**config.mk**
```make
export PLATFORM = sky130hd
export DESIGN_NAME = if_fetch_stage
export DESIGN_NICKNAME = d
export VERILOG_FILES = /design/src/rtl/if_fetch_stage.sv
export SDC_FILE = /design/constraint.sdc
export NUM_CORES = 1
export LEC_CHECK = 0
export CORE_MARGIN = 2
export CORE_UTILIZATION = 45
export DETAILED_ROUTE_END_ITERATION = 16
export PLACE_DENSITY = 0.76
export SLEW_MARGIN = 20
export SYNTH_ARGS = -nofsm -noshare
export SYNTH_HDL_FRONTEND = slang
export SYNTH_SLANG_ARGS = --single-unit
```
**constraint.sdc**
```tcl
create_clock -name clk -period 2.8 [get_ports clk]
set_clock_uncertainty 0.15 [all_clocks]
set_input_delay 0.42 -clock clk [delete_from_list [all_inputs] [get_ports clk]]
set_output_delay 0.42 -clock clk [all_outputs]
set_load 0.02 [all_outputs]
```
**src/rtl/if_fetch_stage.sv**
```systemverilog
// Instruction-fetch stage: owns the PC register, drives the instruction-memory
// request/response handshake and fills the IF/DE pipeline register.
// A one-entry buffer absorbs a word that returns while decode is stalled, and a
// DISCARD state swallows the stale response of a fetch that was redirected.
module if_fetch_stage #(
    parameter int              DW       = 32,
    parameter logic [DW-1:0]   RESET_PC = '0
) (
    input  logic          clk,
    input  logic          rst_n,
    input  logic [DW-1:0] pc_next,
    input  logic          stall,
    input  logic          flush,
    output logic [DW-1:0] pc_1,
    output logic          imem_req,
    output logic [DW-1:0] imem_addr,
    input  logic          imem_rvalid,
    input  logic [DW-1:0] imem_rdata,
    output logic [DW-1:0] de_ir,
    output logic [DW-1:0] de_pc_1,
    output logic          de_valid
);

    typedef enum logic [1:0] {
        FETCH   = 2'd0,
        HOLD    = 2'd1,
        DISCARD = 2'd2
    } state_t;

    state_t        state_q;
    logic [DW-1:0] pc_q;
    logic [DW-1:0] buf_q;
    logic [DW-1:0] old_addr_q;

    // PC+1 wraps naturally at 2^DW; it feeds both the mux and de_pc_1.
    assign pc_1 = pc_q + DW'(1);

    // A request is pending in every state except HOLD; DISCARD keeps presenting
    // the redirected address so the outstanding fetch stays stable until it returns.
    assign imem_req  = (state_q != HOLD);
    assign imem_addr = (state_q == DISCARD) ? old_addr_q : pc_q;

    // Fetch control, PC update and IF/DE register; flush outranks stall.
    always_ff @(posedge clk) begin
        if (!rst_n) begin
            state_q    <= FETCH;
            pc_q       <= RESET_PC;
            buf_q      <= '0;
            old_addr_q <= '0;
            de_ir      <= '0;
            de_pc_1    <= '0;
            de_valid   <= 1'b0;
        end else begin
            case (state_q)
                FETCH: begin
                    if (flush) begin
                        de_valid <= 1'b0;
                        pc_q     <= pc_next;
                        if (!imem_rvalid) begin
                            old_addr_q <= pc_q;
                            state_q    <= DISCARD;
                        end
                    end else if (imem_rvalid) begin
                        if (stall) begin
                            buf_q   <= imem_rdata;
                            state_q <= HOLD;
                        end else begin
                            de_ir    <= imem_rdata;
                            de_pc_1  <= pc_1;
                            de_valid <= 1'b1;
                            pc_q     <= pc_next;
                        end
                    end else if (!stall) begin
                        de_valid <= 1'b0;
                    end
                end
                HOLD: begin
                    if (flush) begin
                        de_valid <= 1'b0;
                        pc_q     <= pc_next;
                        state_q  <= FETCH;
                    end else if (!stall) begin
                        de_ir    <= buf_q;
                        de_pc_1  <= pc_1;
                        de_valid <= 1'b1;
                        pc_q     <= pc_next;
                        state_q  <= FETCH;
                    end
                end
                DISCARD: begin
                    de_valid <= 1'b0;
                    if (flush) begin
                        pc_q <= pc_next;
                    end
                    if (imem_rvalid) begin
                        state_q <= FETCH;
                    end
                end
                default: begin
                    state_q  <= FETCH;
                    de_valid <= 1'b0;
                end
            endcase
        end
    end

endmodule

```
## Yosys cells after proc, flatten, opt, wreduce, memory -nomap -nowiden

Cells that the tools add are included.

| operators by class | value |
|---|---|
| reduce and logical (&&, ||, !) cells | 9 |
| $add $sub $neg | 1 |
| bitwise logic cells | 2 |
| equal/unequal tests | 15 |
| muxes and demuxes | 32 |

Operators by type and width:

| kind | count |
|---|---|
| $mux 32 | 15 |
| $pmux 32 s2 | 2 |
| $pmux 32 s3 | 1 |
| $add 32x1->32 const B | 1 |
| $mux 2 | 7 |
| $ne 2x2->1 const B | 7 |
| $ne 3x3->1 const B | 4 |
| $reduce_and 4->1 | 2 |
| $pmux 2 s3 | 1 |
| $reduce_and 3->1 | 2 |
| $reduce_and 6->1 | 1 |
| $mux 1 | 5 |
| $reduce_and 5->1 | 1 |
| $ne 4x4->1 const B | 1 |
| $reduce_bool 3->1 | 1 |
| $eq 2x1->1 const B | 1 |
| $eq 2x2->1 const B | 1 |
| $logic_not 2->1 | 1 |
| $ne 2x1->1 const B | 1 |
| $not 1->1 | 2 |
| $pmux 1 s2 | 1 |
| $reduce_bool 2->1 | 1 |

| word-level totals | value |
|---|---|
| register bits after elaboration | 163 |
| output and inout bits | 130 |

## Longest topological paths before layout

| logic depth | value |
|---|---|
| word-level depth | 5 |
| depth in mapped cells | 7 |
| gate-level depth less buffers | 5 |

## Worst setup path after synthesis

No wires, ideal clock.

| timing | value |
|---|---|
| kind | register to output |
| start | register pc_q[0] |
| end | output port pc_1[24] |
| buffers on the path | 1 |
| cell stages (with the launch flop) | 7 |
| data required time | 2.230 ns |
| arrival | 1.721 ns |
| setup slack | 0.509 ns |
| cell sequence | dfxtp_1 > ha_1 > and4_1 > nand2_1 > clkbuf_1 > or4_1 > nand2_1 |

| on the way | value |
|---|---|
| longest elaborated chain between the ends | 1 |

RTL lines:

| element | RTL line | text |
|---|---|---|
| start, declared | 31 | `logic [DW-1:0] pc_q;` |
| start signal, assigned | 58 | `pc_q <= pc_next;` |
| start signal, assigned | 71 | `pc_q <= pc_next;` |
| start signal, assigned | 80 | `pc_q <= pc_next;` |
| $add 32x1->32 | 36 | `assign pc_1 = pc_q + DW'(1);` |
| end, declared | 14 | `output logic [DW-1:0] pc_1,` |

No other way between the ends.

## Worst setup path after layout

| timing | value |
|---|---|
| start | register pc_q[9] |
| end | output port pc_1[22] |

Same word-level chain as after synthesis.

==> results_dict.tcl <==
set metrics [dict create \
    dominantRegCellSynth "dfxtp_1" \
    dp_hpwl_mm 14.19 \
    status "finished clean" \
    ir_drop_uv 428.1 \
    cp_cell_sequence "and4_4, buf_4, nand3_4, or4_4, nand2_1, buf_4" \
    clk_latency_ns 0.42 \
    slowest_delay_ns 0.56 \
    h-tree-depth 4 \
    cp_slowest_cell "or4_4" \
    synth-seq-area-share_pct 45.75 \
    power.switching_mw 1.530 \
    syn-cell-area_mm2 0.007133 \
    report.final.slew_viol_count 0 \
    portBuffers 198 \
    hold_class "reg -> reg" \
    nets 1159 \
    cp.arrival_ns 2.19 \
    post-place-ws_ns -0.05971 \
    netlist.area_leader.share_pct 45.75 \
    drt_wl_total_mm 21.46 \
    power_density_mw_per_mm2 555.2 \
    synthSimpleGateAreaFrac_pct 20.86 \
    synth_area_leaders "dfxtp_1, nand2_1, a21oi_1" \
    path_max_fanout 15 \
    yosysUniqueCellTypes 45 \
    start_util_pct 45.40 \
    holdPathEnd "buf_q[21]" \
    yosysTopAreaCell "dfxtp_1" \
    p_sw_share_pct 26.50 \
    clock-sinks 163 \
    pwr-share-comb_pct 17.5 \
    setup_viol 0 \
    fin_ws_ns 0.03792 \
    synthMuxAreaShare_pct 9.314 \
    start_kind "flop" \
    period_needed_ns 2.762 \
    drc_errors 0 \
    area_growth_pct 45.80 \
    vias_per_cell 5.328 \
    rows 46 \
    synthArstFlopShare_pct 0 \
    clk_path_buf_depth 2 \
    detail-route-antenna-nets 0 \
    synth_top_family_by_area "simple AND/OR/NAND/NOR gates" \
    crit_required_ns 2.23 \
    p_clk_share_pct 39.4 \
    reg2reg_from "pc_q[9]" \
    power_leakage_nw 4.552 \
    maxCapViolations 0 \
    min_period_over_period_pct 98.65 \
    wl_per_cell_um 16.27 \
    critPathMostFrequentCell "buf_4" \
    yosysMostFrequentCell "nand2_1" \
    internal_power_mw 4.244 \
    endpoint_kind "output port" \
    firstDrtPassIters 5 \
    synth_edf_count 0 \
    reg2reg_to "de_pc_1[18]" \
    drive_above_1_share_pct 16.24 \
    cts_hold_buf 0 \
    drt_iter0_drc 607 \
    netlist_instances 872 \
    gp_congestion 0.8709 \
    antenna_found_initial 1 \
    ys_top_cells_by_count "nand2_1, dfxtp_1, a21oi_1" \
    avgSynthCellArea_um2 8.180 \
    dieArea_mm2 0.01687 \
    syn_nets 942 \
    fp.dieW_um 129.9 \
    ios 199 \
    synth_xor_area_share_pct 1.596 \
    core_mm2 0.01571 \
    hold_violations 0 \
    seq_power_share_pct 43.1 \
    die_h_um 129.9 \
    grt_overflow_total 0 \
    max_freq_ghz 0.3620 \
    grt_setup_unrepaired "true" \
    slew-limit-headroom_pct 62.37 \
    cts_tree "yes" \
    ys_ff_latch 163 \
    synth_adder_area_share_pct 0.1754 \
    grt_pass1_vias 6600 \
    grt_pass1_wl_mm 33.01 \
    yosys_warnings 0 \
    path_clk_slew_ns 0.06 \
    hold_ws_ns 0.3023 \
    worstSetupPathType "reg -> out" \
    num_vias 7027 \
    ff2ff_setup_slack_ns 0.75 \
    tightest_slew_ns 0.5645 \
    track_usage_pct 24.66 \
    grt_max_degree 81 \
    root_buffer "clkbuf_16" \
    hold_start "buf_q[21]" \
    synth_compound_area_share_pct 17.15 \
    numCtsBuffers 17 \
    worstRegToRegCells 5 \
    worst_hold_path.num_cells 2 \
]
flip-flops by register name, indices dropped and copies added (netlist names):
signal      count
de_valid        1
pc_q           32
de_pc_1        32
buf_q          32
de_ir          32
state_q         2
old_addr_q     32
worst max path at each step:
stage	startpoint	to	slack, ns	cells after the start
after CTS	pc_q[9]	pc_1[25]	-0.03	6
final	pc_q[9]	pc_1[22]	0.04	6
after detailed placement	pc_q[7]	pc_1[29]	-0.06	5
after global routing	pc_q[9]	pc_1[29]	-0.04	6
after global placement	pc_q[7]	pc_1[29]	-0.01	5
after floorplan	pc_q[0]	pc_1[24]	0.51	6
metrics by stage:
stage | total power, mW | instance area (µm²) | cells | util (%) | setup TNS [ns]
2_1_floorplan | 3.039 | 7133 | 872 | - | 0
3_3_place_gp | 3.538 | 9646 | 1276 | 61.39 | -0.01297
3_5_place_dp | 3.550 | 9646 | 1276 | 61.39 | -0.1322
4_1_cts | 5.801 | 10280 | 1313 | 65.41 | -0.04626
5_1_grt | 5.987 | 10400 | 1319 | 66.19 | -0.1010
6_report | 5.774 | 10400 | 1319 | 66.19 | 0
power by group through the flow:
| stage | Clock [mW] | Sequential, mW | Combinational [mW] |
|---|---|---|---|
| after floorplan | 0 | 2.60 | 0.439 |
| after detailed placement | 0 | 2.54 | 1.01 |
| after CTS | 2.31 | 2.49 | 1.01 |
| final | 2.28 | 2.49 | 1.01 |
| after global routing | 2.40 | 2.50 | 1.09 |
| after global placement | 0 | 2.53 | 1.01 |
layout by cell type, fill, tap and decap left out, types with 28 or more instances in the layout:
cell,Yosys,final
nor2_1,45,45
clkdlybuf4s50_1,0,145
dlymetal6s2s_1,0,28
buf_4,0,69
mux2i_1,36,36
nand2_1,225,223
a211oi_1,38,38
a21oi_1,105,105
dfxtp_1,163,160
o21ai_0,31,31
critical path, delay by kind of cell (launching register included):
family | cells | cell delay [ns]
flip-flops | 1 | 0.35
AND/OR/NAND/NOR | 4 | 1.12
buffers and inverters | 2 | 0.30
cell type report:
class / count / area (µm²)
diodes: 1 / 2.502
clock inverters: 9 / 105.1
flip-flops and latches: 163 / 3267
repair buffers: 270 / 2597
clock buffers: 23 / 467.9
multi-input cells: 622 / 3631
well taps: 216 / 270.3
inverters: 15 / 58.81
fillers: 1281 / 5313
repair_timing:
action | in CTS | in global routing
endpoints found under the setup margin | 53 | 28
pin swaps | 1 | 2
resized for setup | 59 | 61
buffers inserted | 4 | 4
cloned | 1 | 1
metal layers:
metal  vias up  GRT usage (%)  part of all wire (%)
li1       3442              -                     -
met2       280          40.87                    47
met5         -              0                     0
met4         0          9.361                   2.9
met3        47          5.412                   6.8
met1      3258          31.54                    44
kinds of logic after synthesis:
| logic type | Yosys count |
|---|---|
| buffers and inverters | 88 |
| XOR/XNOR | 13 |
| AO/OA/AOI/OAI | 209 |
| AND/OR/NAND/NOR | 335 |
| flip-flops | 163 |
| adder cells (fa/ha/maj) | 1 |
| multiplexers | 63 |
(Power assumes the default switching activity.)
